$ cat src/rtl/fifo_pkg.sv
// Shared FIFO definitions: default geometry plus binary/Gray pointer conversions.
// Used by both the write-pointer and read-pointer blocks so that both domains
// agree on pointer width and encoding.
package fifo_pkg;

   localparam int FIFO_PTR_WIDTH  = 9;
   localparam int FIFO_DEPTH      = 1 << FIFO_PTR_WIDTH;
   localparam int FIFO_DATA_WIDTH = 32;

   // Conversions operate on a fixed wide word; callers zero-extend their
   // pointer in and cast the result back down. Zero-extension is transparent
   // to both conversions, so any pointer width up to GRAY_MAX_W works.
   localparam int GRAY_MAX_W = 32;
   typedef logic [GRAY_MAX_W-1:0] gray_word_t;

   function automatic gray_word_t bin2gray(input gray_word_t b);
      return b ^ (b >> 1);
   endfunction

   function automatic gray_word_t gray2bin(input gray_word_t g);
      gray_word_t b;
      b[GRAY_MAX_W-1] = g[GRAY_MAX_W-1];
      for (int i = GRAY_MAX_W - 2; i >= 0; i--) begin
         b[i] = b[i+1] ^ g[i];
      end
      return b;
   endfunction

endpackage

$ cat src/rtl/sync_r2w.sv
// Two-flop synchronizer bringing the Gray read pointer into the wclk domain.
// Latency: 2 wclk edges from rptr_gray to rq2.
// No backpressure; samples every edge.
// Ports: wclk, wrst (sync, active-high), rptr_gray (async input), rq2 (synced output).
module sync_r2w
   import fifo_pkg::*;
#(
   parameter int PTR_WIDTH = FIFO_PTR_WIDTH
) (
   input  logic               wclk,
   input  logic               wrst,
   input  logic [PTR_WIDTH:0] rptr_gray,
   output logic [PTR_WIDTH:0] rq2
);

   logic [PTR_WIDTH:0] rq1;

   // Gray coding guarantees at most one bit is in flight per read-pointer
   // step, so a metastable first stage resolves to either old or new value.
   always_ff @(posedge wclk) begin
      if (wrst) begin
         rq1 <= '0;
         rq2 <= '0;
      end else begin
         rq1 <= rptr_gray;
         rq2 <= rq1;
      end
   end

endmodule

$ cat src/rtl/wptr_full.sv
// Write-side pointer and status logic of an async FIFO (pointer, Gray pointer, full/almost-full, occupancy, overflow).
// Latency: status updates 1 wclk edge after a write; 3 edges after a read-pointer change.
// Backpressure: writes are ignored while wfull=1 and latch the sticky wovf flag.
// Ports: wclk, wrst (sync, active-high), write_enable, rptr_gray (async Gray read pointer),
//        wptr/wptr_gray (write pointers), wfull, walmost_full, wcount, wovf.
module wptr_full
   import fifo_pkg::*;
#(
   parameter int DEPTH        = FIFO_DEPTH,
   parameter int PTR_WIDTH    = FIFO_PTR_WIDTH,
   parameter int AFULL_THRESH = DEPTH - 4
) (
   input  logic               wclk,
   input  logic               wrst,
   input  logic               write_enable,
   input  logic [PTR_WIDTH:0] rptr_gray,
   output logic [PTR_WIDTH:0] wptr,
   output logic [PTR_WIDTH:0] wptr_gray,
   output logic               wfull,
   output logic               walmost_full,
   output logic [PTR_WIDTH:0] wcount,
   output logic               wovf
);

   localparam int PW1 = PTR_WIDTH + 1;
   localparam logic [PTR_WIDTH:0] AFULL_LVL = PW1'(AFULL_THRESH);

   logic [PTR_WIDTH:0] rq2;
   logic [PTR_WIDTH:0] rbin;
   logic [PTR_WIDTH:0] wbin_next;
   logic [PTR_WIDTH:0] wgray_next;
   logic [PTR_WIDTH:0] occ_next;
   logic               push;

   sync_r2w #(
      .PTR_WIDTH (PTR_WIDTH)
   ) u_sync_r2w (
      .wclk      (wclk),
      .wrst      (wrst),
      .rptr_gray (rptr_gray),
      .rq2       (rq2)
   );

   assign push       = write_enable & ~wfull;
   assign wbin_next  = wptr + PW1'(push);
   assign wgray_next = PW1'(bin2gray(gray_word_t'(wbin_next)));
   assign rbin       = PW1'(gray2bin(gray_word_t'(rq2)));
   // Next write pointer and the synced read pointer are combined in one
   // subtraction, so a write coinciding with an rq2 update is counted once.
   assign occ_next   = wbin_next - rbin;

   always_ff @(posedge wclk) begin
      if (wrst) begin
         wptr         <= '0;
         wptr_gray    <= '0;
         wfull        <= 1'b0;
         walmost_full <= 1'b0;
         wcount       <= '0;
         wovf         <= 1'b0;
      end else begin
         wptr         <= wbin_next;
         wptr_gray    <= wgray_next;
         // Full when the write pointer has lapped the read pointer exactly
         // once: in Gray code that is the top two bits inverted, rest equal.
         wfull        <= (wgray_next == {~rq2[PTR_WIDTH:PTR_WIDTH-1], rq2[PTR_WIDTH-2:0]});
         wcount       <= occ_next;
         walmost_full <= (occ_next >= AFULL_LVL);
         if (write_enable & wfull) begin
            wovf <= 1'b1;
         end
      end
   end

endmodule

$ cat config.mk
export PLATFORM = sky130hd
export DESIGN_NAME = wptr_full
export DESIGN_NICKNAME = d
export VERILOG_FILES = /design/src/rtl/fifo_pkg.sv /design/src/rtl/sync_r2w.sv /design/src/rtl/wptr_full.sv
export SDC_FILE = /design/constraint.sdc
export NUM_CORES = 1
export LEC_CHECK = 0
export ABC_AREA = 0
export BUFFER_PORTS_ARGS = -buffer_cell sky130_fd_sc_hd__buf_4
export CORE_UTILIZATION = 43
export DETAILED_ROUTE_END_ITERATION = 12
export GPL_ROUTABILITY_DRIVEN = 0
export GPL_TIMING_DRIVEN = 0
export PLACE_DENSITY = 0.75
export RECOVER_POWER = 25
export SLEW_MARGIN = 15
export SYNTH_ARGS = -nofsm -noshare
export SYNTH_HDL_FRONTEND = slang
export SYNTH_SLANG_ARGS = --single-unit
$ cat constraint.sdc
create_clock -name wclk -period 9.7 [get_ports wclk]
set_input_delay 0.97 -clock wclk [delete_from_list [all_inputs] [get_ports wclk]]
set_output_delay 0.97 -clock wclk [all_outputs]
set_load 0.1 [all_outputs]
==> metrics.cfg <==
[worst_setup_path]
end_kind=register
reg2reg_from=u_sync_r2w.rq2[9]
crit_arrival_ns=4.49
path_max_fanout=9
r2r_slack_ns=5.60
cp-start-kind=input port
cp_data_required_time_ns=9.90
r2r-end=walmost_full
crit_type=input port to register
r2r_cells=15

[sta]
hold_viol=0
drv_slew=0
finalSetupTns_ns=0
clock.fmax_mhz=233
slew_headroom=0.601
skew_ns=0.00531
setup_ws_ns=5.41
fin_crit_ns=4.29
rsz0062_at_grt=no
whs_ns=0.441
fin_crit_sh=0.442
worstMarginPinSlew_ns=0.596
setup_viol_count_final=0

[routing]
drt-pass1-iter-count=4
routed_wl_um=4340
drc=0
drtIter0Drc=102
vias=1842
avgRoutedWirePerCell_um=11.3
drtAntennaViolNets=0
via_per_inst=4.81

[yosys]
ys.flop_type=dfxtp_1
synthArstFlopShare=0
yosys.area.top_type=dfxtp_1
synth.net_count=285
yosysMostFrequentCell=dfxtp_1
yosysTopAreaCellShare=0.430
synth_common_cells=52 x dfxtp_1, 29 x nor2_1, 24 x nor2b_1
synth_cells=260
ys_seq_area_frac=0.430
ys_top_cells_by_area=dfxtp_1 43%, xor2_1 7.2%, nor2b_1 6.2%, xnor2_1 5.8%, ha_1 5.7%
synth-seq-cells=52
syn_avg_cell_area_um2=9.31
ys_warn_count=0
synth.cell_area_um2=2420
netlist-cell-type-count=38
synth-edff-count=0

[die]
die_w_um=77.0
rows=26
die-area_um2=5930
initial_utilization=0.459
io_pins=46
fp.coreArea_um2=5270
die_h_um=77.0

[hold_path]
hold_path_depth=1
hp-class=register to register
hold_end=u_sync_r2w.rq2[5]
hp-start=u_sync_r2w.rq1[5]

[clocking]
cts.sink_count=52
clkTransAtPathRegs_ns=0.09
clkLatencyLatePin_ns=0.30
cts_resized=0
tritoncts.num_buffers=5
cts_root_buf=clkbuf_8
post-cts-setup-buffers=0
htreeDepth=2
cts_tree=yes
clk_path_buf_depth=2
cts_hold_buf=0

[pwr]
p_switching_uw=221
p_comb_frac=0.344
leakagePower_nw=1.33
intPower_uw=371
ir_worst_vdd_v=0.000150
pwr-share-clk=0.256
powerDensity_nw_per_um2=200
power_frac_seq=0.400
switching_share=0.373

[placement]
dpl.cell_count=375
hpwl_um=3320
place_area_um2=2850
post-place-ws_ns=5.11
io_buffer_count=45

[cells_and_area]
fin_area_um2=2960
stdcell_count=383
drive_above_1_share=0.198
insertedDiodeCount=0
final_nets=337
syn_to_final_growth_pct=22.4
n_fill_cell=497

[run_status]
status=finished, final reports clean

[global_route]
grt_overflow_total=0
grt_antenna_before_repair=0
grt_start_max_net_pins=17
grt_pass1_wl_um=7130
grt_usage=0.151
grt_pass1_vias=1624

[flow_run]
cap_viol_max_count=0

logic make-up after synthesis:
group                    Yosys count  synth area share
buffers and inverters             22            0.0362
XOR/XNOR                          42             0.175
AO/OA/AOI/OAI                     36            0.0884
flip-flops                        52             0.430
adder cells (fa/ha/maj)           12            0.0651
AND/OR/NAND/NOR                   96             0.205
power by group through the flow:
stage | Clock, mW | Sequential [mW] | Combinational (mW)
after floorplan | 0 | 0.337 | 0.0707
after global placement | 0 | 0.242 | 0.202
after detailed placement | 0 | 0.242 | 0.203
after CTS | 0.157 | 0.237 | 0.204
after global routing | 0.166 | 0.238 | 0.217
final | 0.152 | 0.237 | 0.204
flip-flops by register name, indices dropped and copies added (netlist names):
register and cells:
u_sync_r2w.rq1 10, u_sync_r2w.rq2 10, walmost_full 1, wcount 10, wfull 1, wovf 1, wptr 10, wptr_gray 9
metrics by stage:
step / util / power (mW)
6_report: 0.562 / 0.592
5_1_grt: 0.562 / 0.622
4_1_cts: 0.563 / 0.598
3_5_place_dp: 0.540 / 0.445
3_3_place_gp: 0.540 / 0.444
2_1_floorplan: - / 0.407
metal layers:
metal / up-vias / GRT usage / routed length, um
met5: - / 0 / 0
met4: 0 / 0.0396 / 39
met3: 6 / 0.0405 / 227
met2: 43 / 0.254 / 2080
met1: 834 / 0.189 / 1990
li1: 959 / - / -
worst max path at each step:
stage / start / endpoint / slack [ns] / cells after the start
detailed placement: write_enable / walmost_full / 5.11 / 16
CTS: write_enable / walmost_full / 5.42 / 16
finish: write_enable / walmost_full / 5.41 / 16
global placement: write_enable / walmost_full / 5.16 / 16
floorplan: write_enable / walmost_full / 5.55 / 15
global route: write_enable / walmost_full / 5.04 / 16
critical path, stage by stage:
cell      delay (ns)
buf_4           0.08
nor2b_1         0.16
ha_1            0.26
ha_1            0.16
buf_2           0.19
nand3_1         0.11
xor2_1          0.48
inv_1           0.14
ha_1            0.37
o21a_1          0.18
o21ai_0         0.15
nand2b_1        0.09
o21ai_0         0.10
xor2_1          0.12
or4b_2          0.68
o41ai_1         0.24
layout by cell type (no fill, tap or decap), types with 11 or more instances in the layout:
cell,count
dfxtp_1,52
buf_4,45
nor2_1,29
nor2b_1,24
xor2_1,20
xnor2_1,16
a21oi_1,14
inv_1,12
nand2_1,12
ha_1,11
final cells by class:
cell class / count / area, um2 / area share
inverters: 12 / 45.0 / 0.0152
plain buffers: 10 / 42.5 / 0.0144
repair buffers: 45 / 334 / 0.113
multi-input cells: 186 / 1290 / 0.436
well taps: 70 / 87.6 / 0.0296
flip-flops and latches: 52 / 1040 / 0.351
clock inverters: 2 / 38.8 / 0.0131
clock buffers: 6 / 82.6 / 0.0279
No activity file was read; power rests on OpenSTA's default activity.
